**src/rtl/multicycle_ctrl.sv**
```systemverilog
`default_nettype none
// ============================================================================
// Module   : multicycle_ctrl
// Purpose  : Main control FSM of the multicycle RV32I core. Sequences the
//            shared ALU and the unified memory port across several cycles per
//            instruction and drives every select, enable and strobe.
// Revision : 1.0 - initial release
// ============================================================================
module multicycle_ctrl #(
  parameter int STATE_W = 4
) (
  input  logic               clk,
  input  logic               reset,
  input  logic [6:0]         op,
  input  logic [2:0]         funct3,
  input  logic               funct7b5,
  input  logic               Zero,
  input  logic               ALUR31,
  input  logic               mem_ready,
  output logic               mem_req,
  output logic               AdrSrc,
  output logic               MemWrite,
  output logic               IRWrite,
  output logic               PCWrite,
  output logic               RegWrite,
  output logic [1:0]         ResultSrc,
  output logic [1:0]         ALUSrcA,
  output logic [1:0]         ALUSrcB,
  output logic [2:0]         ImmSrc,
  output logic [2:0]         ALUControl,
  output logic               instr_done,
  output logic               illegal,
  output logic [STATE_W-1:0] state_dbg
);

  // Opcodes recognised in DECODE
  localparam logic [6:0] c_op_lw    = 7'b0000011;
  localparam logic [6:0] c_op_sw    = 7'b0100011;
  localparam logic [6:0] c_op_r     = 7'b0110011;
  localparam logic [6:0] c_op_i     = 7'b0010011;
  localparam logic [6:0] c_op_br    = 7'b1100011;
  localparam logic [6:0] c_op_jal   = 7'b1101111;
  localparam logic [6:0] c_op_jalr  = 7'b1100111;
  localparam logic [6:0] c_op_lui   = 7'b0110111;
  localparam logic [6:0] c_op_auipc = 7'b0010111;

  // ALU operation codes
  localparam logic [2:0] c_alu_add = 3'b000;
  localparam logic [2:0] c_alu_sub = 3'b001;
  localparam logic [2:0] c_alu_and = 3'b010;
  localparam logic [2:0] c_alu_or  = 3'b011;
  localparam logic [2:0] c_alu_xor = 3'b100;
  localparam logic [2:0] c_alu_slt = 3'b101;
  localparam logic [2:0] c_alu_sll = 3'b110;
  localparam logic [2:0] c_alu_srl = 3'b111;

  typedef enum logic [STATE_W-1:0] {
    S_FETCH,
    S_DECODE,
    S_MEMADR,
    S_MEMREAD,
    S_MEMWB,
    S_MEMWRITE,
    S_EXECR,
    S_EXECI,
    S_ALUWB,
    S_BRANCH,
    S_JAL,
    S_JALR,
    S_LINK,
    S_LUI,
    S_AUIPC,
    S_TRAP
  } state_t;

  state_t     r_state;
  state_t     w_next;

  logic       w_mem_req;
  logic       w_adr_src;
  logic       w_mem_write;
  logic       w_ir_write;
  logic       w_pc_write;
  logic       w_reg_write;
  logic [1:0] w_result_src;
  logic [1:0] w_alu_src_a;
  logic [1:0] w_alu_src_b;
  logic [2:0] w_imm_src;
  logic [2:0] w_alu_ctrl;
  logic       w_done;
  logic       w_illegal;

  logic [2:0] w_alu_dec;
  logic       w_alu_trap;
  logic       w_br_ok;
  logic       w_taken;

  // State register; reset (re)starts at FETCH and abandons any instruction
  always_ff @(posedge clk) begin
    if (reset) begin
      r_state <= S_FETCH;
    end else begin
      r_state <= w_next;
    end
  end

  // ALU operation from funct3/funct7b5; unsupported encodings (sra, 011) trap
  always_comb begin
    w_alu_dec  = c_alu_add;
    w_alu_trap = 1'b0;
    case (funct3)
      3'b000: w_alu_dec = (op == c_op_r && funct7b5) ? c_alu_sub : c_alu_add;
      3'b001: w_alu_dec = c_alu_sll;
      3'b010: w_alu_dec = c_alu_slt;
      3'b011: w_alu_trap = 1'b1;
      3'b100: w_alu_dec = c_alu_xor;
      3'b101: begin
        w_alu_dec  = c_alu_srl;
        w_alu_trap = funct7b5;
      end
      3'b110: w_alu_dec = c_alu_or;
      3'b111: w_alu_dec = c_alu_and;
    endcase
  end

  // Branch condition from the subtract flags; only beq/bne/blt/bge are legal
  always_comb begin
    w_br_ok = 1'b1;
    w_taken = 1'b0;
    case (funct3)
      3'b000:  w_taken = Zero;
      3'b001:  w_taken = ~Zero;
      3'b100:  w_taken = ALUR31;
      3'b101:  w_taken = ~ALUR31;
      default: w_br_ok = 1'b0;
    endcase
  end

  // Next-state and per-state control decode; anything unlisted stays 0 / add
  always_comb begin
    w_next       = r_state;
    w_mem_req    = 1'b0;
    w_adr_src    = 1'b0;
    w_mem_write  = 1'b0;
    w_ir_write   = 1'b0;
    w_pc_write   = 1'b0;
    w_reg_write  = 1'b0;
    w_result_src = 2'b00;
    w_alu_src_a  = 2'b00;
    w_alu_src_b  = 2'b00;
    w_imm_src    = 3'b000;
    w_alu_ctrl   = c_alu_add;
    w_done       = 1'b0;
    w_illegal    = 1'b0;
    case (r_state)
      S_FETCH: begin
        w_mem_req    = 1'b1;
        w_alu_src_b  = 2'b10;
        w_result_src = 2'b10;
        w_ir_write   = mem_ready;
        w_pc_write   = mem_ready;
        if (mem_ready) w_next = S_DECODE;
      end
      S_DECODE: begin
        // ALUOut captures OldPC+imm as the branch/jump target
        w_alu_src_a = 2'b01;
        w_alu_src_b = 2'b01;
        w_imm_src   = (op == c_op_jal) ? 3'b011 : 3'b010;
        case (op)
          c_op_lw, c_op_sw: w_next = S_MEMADR;
          c_op_r:           w_next = S_EXECR;
          c_op_i:           w_next = S_EXECI;
          c_op_br:          w_next = w_br_ok ? S_BRANCH : S_TRAP;
          c_op_jal:         w_next = S_JAL;
          c_op_jalr:        w_next = S_JALR;
          c_op_lui:         w_next = S_LUI;
          c_op_auipc:       w_next = S_AUIPC;
          default:          w_next = S_TRAP;
        endcase
      end
      S_MEMADR: begin
        w_alu_src_a = 2'b10;
        w_alu_src_b = 2'b01;
        w_imm_src   = (op == c_op_sw) ? 3'b001 : 3'b000;
        w_next      = (op == c_op_sw) ? S_MEMWRITE : S_MEMREAD;
      end
      S_MEMREAD: begin
        w_mem_req = 1'b1;
        w_adr_src = 1'b1;
        if (mem_ready) w_next = S_MEMWB;
      end
      S_MEMWB: begin
        w_result_src = 2'b01;
        w_reg_write  = 1'b1;
        w_done       = 1'b1;
        w_next       = S_FETCH;
      end
      S_MEMWRITE: begin
        // Strobes stay constant while the memory stalls
        w_mem_req   = 1'b1;
        w_adr_src   = 1'b1;
        w_mem_write = 1'b1;
        if (mem_ready) begin
          w_done = 1'b1;
          w_next = S_FETCH;
        end
      end
      S_EXECR: begin
        w_alu_src_a = 2'b10;
        w_alu_src_b = 2'b00;
        w_alu_ctrl  = w_alu_dec;
        w_next      = w_alu_trap ? S_TRAP : S_ALUWB;
      end
      S_EXECI: begin
        w_alu_src_a = 2'b10;
        w_alu_src_b = 2'b01;
        w_alu_ctrl  = w_alu_dec;
        w_next      = w_alu_trap ? S_TRAP : S_ALUWB;
      end
      S_ALUWB: begin
        w_reg_write = 1'b1;
        w_done      = 1'b1;
        w_next      = S_FETCH;
      end
      S_BRANCH: begin
        w_alu_src_a = 2'b10;
        w_alu_src_b = 2'b00;
        w_alu_ctrl  = c_alu_sub;
        w_pc_write  = w_taken;
        w_done      = 1'b1;
        w_next      = S_FETCH;
      end
      S_JAL: begin
        // PC takes the target from ALUOut while the ALU forms OldPC+4
        w_alu_src_a = 2'b01;
        w_alu_src_b = 2'b10;
        w_pc_write  = 1'b1;
        w_next      = S_ALUWB;
      end
      S_JALR: begin
        w_alu_src_a  = 2'b10;
        w_alu_src_b  = 2'b01;
        w_result_src = 2'b10;
        w_pc_write   = 1'b1;
        w_next       = S_LINK;
      end
      S_LINK: begin
        w_alu_src_a = 2'b01;
        w_alu_src_b = 2'b10;
        w_next      = S_ALUWB;
      end
      S_LUI: begin
        w_imm_src    = 3'b100;
        w_result_src = 2'b11;
        w_reg_write  = 1'b1;
        w_done       = 1'b1;
        w_next       = S_FETCH;
      end
      S_AUIPC: begin
        w_alu_src_a = 2'b01;
        w_alu_src_b = 2'b01;
        w_imm_src   = 3'b100;
        w_next      = S_ALUWB;
      end
      S_TRAP: begin
        w_illegal = 1'b1;
      end
      default: begin
        w_next = S_TRAP;
      end
    endcase
  end

  // Every output is held at 0 while reset is asserted
  assign mem_req    = w_mem_req   & ~reset;
  assign AdrSrc     = w_adr_src   & ~reset;
  assign MemWrite   = w_mem_write & ~reset;
  assign IRWrite    = w_ir_write  & ~reset;
  assign PCWrite    = w_pc_write  & ~reset;
  assign RegWrite   = w_reg_write & ~reset;
  assign instr_done = w_done      & ~reset;
  assign illegal    = w_illegal   & ~reset;
  assign ResultSrc  = reset ? 2'b00 : w_result_src;
  assign ALUSrcA    = reset ? 2'b00 : w_alu_src_a;
  assign ALUSrcB    = reset ? 2'b00 : w_alu_src_b;
  assign ImmSrc     = reset ? 3'b000 : w_imm_src;
  assign ALUControl = reset ? 3'b000 : w_alu_ctrl;
  assign state_dbg  = reset ? '0 : r_state;

endmodule
`default_nettype wire
```
**config.mk**
```make
export PLATFORM = sky130hd
export DESIGN_NAME = multicycle_ctrl
export DESIGN_NICKNAME = d
export VERILOG_FILES = /design/src/rtl/multicycle_ctrl.sv
export SDC_FILE = /design/constraint.sdc
export NUM_CORES = 1
export LEC_CHECK = 0
export ABC_AREA = 1
export CORE_MARGIN = 2
export CORE_UTILIZATION = 37
export CTS_CLUSTER_SIZE = 24
export DETAILED_ROUTE_END_ITERATION = 8
export PLACE_DENSITY_LB_ADDON = 0.3
export SETUP_SLACK_MARGIN = 0.4
export SLEW_MARGIN = 20
export SYNTH_ARGS = -nofsm -noshare
export SYNTH_HDL_FRONTEND = slang
export SYNTH_SLANG_ARGS = --single-unit
```
**constraint.sdc**
```tcl
create_clock -name clk -period 1.16 [get_ports clk]
set_input_delay 0.232 -clock clk [delete_from_list [all_inputs] [get_ports clk]]
set_output_delay 0.232 -clock clk [all_outputs]
set_load 0.02 [all_outputs]
```
==> impl_metrics.csv, run 1 <==
group,metric,value,unit
place,port_buffers,39,
floorplan,start_util,0.386,
floorplan,die_width,51.6,µm
synthesis,yosys_warnings,0,
run_status,stop_error,"[ERROR DPL-0038] Utilization greater than 100%, impossible to legalize",
synthesis,yosys-top-cells-count,"nand2_1 (54), inv_1 (30), nor2_1 (26), nand3_1 (13), a21oi_1 (12)",
synthesis,syn-num-nets,191,
synthesis,synth_seq_cells,4,
synthesis,synth.avg_cell_area,4.78,µm²
run_status,stop_stage,"5_1_grt",
synthesis,ys_seq_area_frac,0.0957,
clock_tree,cts_made_buffers,3,
synthesis,synth_area_leader_cell,"nand2_1",
synthesis,synthAdderAreaFrac,0,
clock_tree,hold_buffers,0,
synthesis,yosysUniqueCellTypes,24,
clock_tree,cts.sinks,4,
synthesis,synthTopCellsByArea,"nand2_1 (24%), inv_1 (13%), nor2_1 (12%)",
synthesis,synth_area,837,µm²
clock_tree,htreeDepth,1,
synthesis,synth.area.mux_share,0,
timing,endpoint_type,"top-level output",
global_routing,grt_max_degree,15,
synthesis,yosys.area_share.simple,0.534,
floorplan,ioPinCount,40,
run_status,outcome,"did not finish",
clock_tree,cts_root_buf,"clkbuf_4",
synthesis,yosysMostFrequentCell,"nand2_1",
floorplan,die_h,51.6,µm
floorplan,num_rows,17,
synthesis,synth_top_family_by_area,"simple AND/OR/NAND/NOR gates",
synthesis,syn-instance-count,175,
timing,crit_endpoint,"instr_done",
synthesis,ys.flop_type,"dfxtp_1",
synthesis,synth_edf_count,0,
synthesis,synth_compound_area_frac,0.221,
synthesis,postSynth.asyncResetShare,0,
place,routabilityCongestion,0.905,
synthesis,synth_top_area_frac,0.242,
place,pre_cts_ws,-1.15,ns
place,dpl.hpwl,3.13,mm
synthesis,synth-xor-area-share,0,
clock_tree,clockBufferDepth,2,
[cells by family after synthesis]
logic type      Yosys count
simple gates            106
buf+inv                  33
compound gates           32
flops                     4
[stage by stage]
step | hold slack (ns) | std cells | TNS, ns | instance area (µm²)
3_5_place_dp | 0.780 | 288 | -22.27 | 1810
4_1_cts | 0.619 | 300 | -9.34 | 2040
2_1_floorplan | 0.423 | 175 | -1.07 | 1030
3_3_place_gp | 0.759 | 288 | -21.48 | 1810
[timing repair]
item	CTS
gates resized for setup	196
buffers inserted	9
setup endpoints to repair	28
pin swaps	19
==> run 2, diff against run 1 <==
--- a/config.mk
+++ b/config.mk
@@ -6,12 +6,10 @@
 export NUM_CORES = 1
 export LEC_CHECK = 0
 export ABC_AREA = 1
-export CORE_MARGIN = 2
-export CORE_UTILIZATION = 37
-export CTS_CLUSTER_SIZE = 24
+export CORE_AREA = 2 2 63 65
 export DETAILED_ROUTE_END_ITERATION = 8
-export PLACE_DENSITY_LB_ADDON = 0.3
-export SETUP_SLACK_MARGIN = 0.4
+export DIE_AREA = 0 0 65 67
+export PLACE_DENSITY_LB_ADDON = 0.15
 export SLEW_MARGIN = 20
 export SYNTH_ARGS = -nofsm -noshare
 export SYNTH_HDL_FRONTEND = slang
==> constraint.sdc (replaced) <==
create_clock -name clk -period 1.5 [get_ports clk]
set_input_delay 0.3 -clock clk [delete_from_list [all_inputs] [get_ports clk]]
set_output_delay 0.3 -clock clk [all_outputs]
set_load 0.02 [all_outputs]
==> run 2 against run 1 <==
Compared with the run above:
- the flow now finishes, with violations (setup timing)
- synthesized cell count is the same
- area after synthesis is the same
==> impl_metrics.csv, run 2 <==
group,metric,value,unit
route,drtIter0Drc,60,
critical_path,r2r_end,"r_state[0]",
cells_and_area,largest_reg_flops,4,
critical_path,end_kind,"primary output",
clock_tree,cts_made_buffers,3,
cells_and_area,largest_register,"r_state",
clock_tree,cts.sinks,4,
critical_path,start_kind,"flop",
global_routing,grt_max_degree,9,
critical_path,cp.arrival,1.39,ns
route,viasPerCell,4.58,
timing,period_needed,1.69,ns
min_path,hp-start,"mem_ready",
cells_and_area,synthToLayoutAreaGrowth,152,%
route,via_count,1506,
clock_tree,cts_root_buf,"clkbuf_8",
run,drv_cap,0,
cells_and_area,final_cell_mix,"buf_4 (66), nand2_1 (36), buf_6 (19)",
floorplan,die_width,65,µm
synthesis,synth.avg_cell_area,4.78,µm²
power,worst_ir_drop_vdd,0.706,mV
critical_path,path_cells,"buf_6, nor2_4, nand2_4, a31oi_1, o21a_1, buf_6",
min_path,hold_path.class,"in2reg",
critical_path,worst-r2r-cell-count,8,
synthesis,yosysUniqueCellTypes,24,
synthesis,synthTopCellsByArea,"nand2_1 (24%), inv_1 (13%), nor2_1 (12%)",
critical_path,cp_slowest_cell,"dfxtp_4",
synthesis,synth_seq_cells,4,
synthesis,synth_top_family_by_area,"simple AND/OR/NAND/NOR gates",
synthesis,synth.area.mux_share,0,
timing,max-slew-margin-rel,0.822,
critical_path,critPathKind,"reg2out",
timing,setup_viol,20,
synthesis,synth_area_leader_cell,"nand2_1",
critical_path,rrSetupSlack,0.15,ns
power,p_leak,1.10,nW
critical_path,critical-path-top-delay-family,"flip-flops",
timing,fmax,0.592,GHz
clock_tree,clkSlewWorstSetupHoldPaths,0.04,ns
critical_path,cp_num_buf_inv,2,
synthesis,synth_edf_count,0,
route,ant_nets,0,
synthesis,ys_seq_area_frac,0.0957,
cells_and_area,nets,299,
min_path,min_to,"r_state[0]",
route,drt-met1-wl,1.62,mm
floorplan,core,0.00361,mm²
synthesis,yosys-top-cells-count,"nand2_1 (54), inv_1 (30), nor2_1 (26), nand3_1 (13), a21oi_1 (12)",
floorplan,ioPinCount,40,
floorplan,die_h,67,µm
synthesis,synth-xor-area-share,0,
global_routing,antenna_found_initial,0,
global_routing,grt_pass1_vias,1391,
synthesis,synth_compound_area_frac,0.221,
min_path,hold_depth,3,
synthesis,yosys_warnings,0,
synthesis,synth_top_area_frac,0.242,
critical_path,critPathMaxStageDelay,0.36,ns
floorplan,start_util,0.232,
clock_tree,cts_tree,"done",
critical_path,worstPathRequired,1.20,ns
timing,maxSlewViolCount,0,
timing,clock_skew,0.00829,ns
clock_tree,htreeDepth,1,
clock_tree,clockBufferDepth,2,
synthesis,syn-num-nets,191,
clock_tree,clk_latency,0.22,ns
global_routing,grt_use_total,0.170,
power,p_per_area,1380,mW/mm²
route,routed-wl-met3,175,µm
synthesis,ys.flop_type,"dfxtp_1",
synthesis,yosysMostFrequentCell,"nand2_1",
route,highest_layer,"met4",
route,route.detailed.drc,0,
cells_and_area,utilization,0.585,
timing,grt_setup_unrepaired,"yes",
cells_and_area,drive_gt1_frac,0.633,
floorplan,num_rows,22,
cells_and_area,reg_top3,"r_state x4",
cells_and_area,diodes,0,
route,wl,3.81,mm
critical_path,path_max_fanout,5,
run_status,violations,"setup timing",
place,routabilityCongestion,0.868,
floorplan,dieArea,0.00436,mm²
route,wire_per_inst,11.6,µm
timing,final.setup.worst_slack,-0.188,ns
run_status,outcome,"complete, but fails checks",
synthesis,postSynth.asyncResetShare,0,
route,drt_pass1_iterations,4,
synthesis,synth_area,837,µm²
global_routing,gr-total-overflow,0,
route,wl_met2,1.98,mm
critical_path,timing.rr.start,"r_state[2]",
cells_and_area,final_common_cell,"buf_4",
place,port_buffers,39,
synthesis,synthAdderAreaFrac,0,
global_routing,grt_pass1_wl,5.89,mm
synthesis,syn-instance-count,175,
place,dpl.hpwl,2.64,mm
timing,hold_violations,0,
timing,tightestPinTransition,0.267,ns
timing,whs,0.612,ns
synthesis,yosys.area_share.simple,0.534,
critical_path,crit_top_cell,"buf_6",
timing,min_period_over_period,1.13,
## run 2: cell counts after synthesis
No cell type changed its count.
## run 2: tightest hold or removal path, cell delays in order
cell and delay [ns]:
dlygate4sd2_1 0.27, o21ai_0 0.11, a21oi_1 0.11
## run 2: timing repair
| item | CTS | global route |
|---|---|---|
| resized for setup | 209 | 52 |
| hold buffers | 0 | 0 |
| setup endpoints to repair | 28 | 24 |
| buffers inserted | 11 | 8 |
| pin swaps | 24 | 20 |
## run 2: kinds of logic (layout without fill, tap and decap cells)
kind of cell,after synthesis,in the layout
buf+inv,33,139
simple gates,106,106
compound gates,32,32
flops,4,4
## run 2: where the power goes
part           total [W]  internal [W]  switching (W)
clock network   0.000232      0.000171      0.0000604
registers       0.000291      0.000178       0.000113
logic            0.00238       0.00118        0.00120
## run 2: layout make-up
cell class	count	area, µm²
clock buffers	3	41.3
fillers	341	1500
inverters	31	119
multi-input cells	138	917
flip-flops and latches	4	95.1
well taps	48	60.1
repair buffers	105	878
## run 2: worst max path at each step
stage               start             to  slack, ns  cells past startpoint
2_1_floorplan  r_state[2]  ALUControl[1]       0.03                      4
3_3_place_gp    funct3[0]        PCWrite      -0.88                     10
3_5_place_dp    funct3[1]  ALUControl[0]      -0.95                      8
4_1_cts        r_state[3]       RegWrite      -0.15                      7
5_1_grt        r_state[3]     instr_done      -0.28                      7
6_report       r_state[3]  ALUControl[0]      -0.19                      6
## run 2: metal layers
layer  global-route usage  vias up
met1                0.203      676
li1                     -      780
met5                    0        -
met3               0.0287        7
met4               0.0505        0
met2                0.311       43
## run 2: through the flow
step	setup TNS [ns]	setup slack, ns	instances	power, W	cell area, µm²
detailed placement	-15.10	-0.951	309	0.00196	1670
CTS	-1.81	-0.155	323	0.00261	1900
global placement	-15.10	-0.881	309	0.00197	1670
finish	-2.14	-0.188	329	0.00290	2110
global route	-3.42	-0.285	329	0.00308	2110
floorplan	0	0.0282	175	0.00104	865
Power figures use the tool's default switching activity.
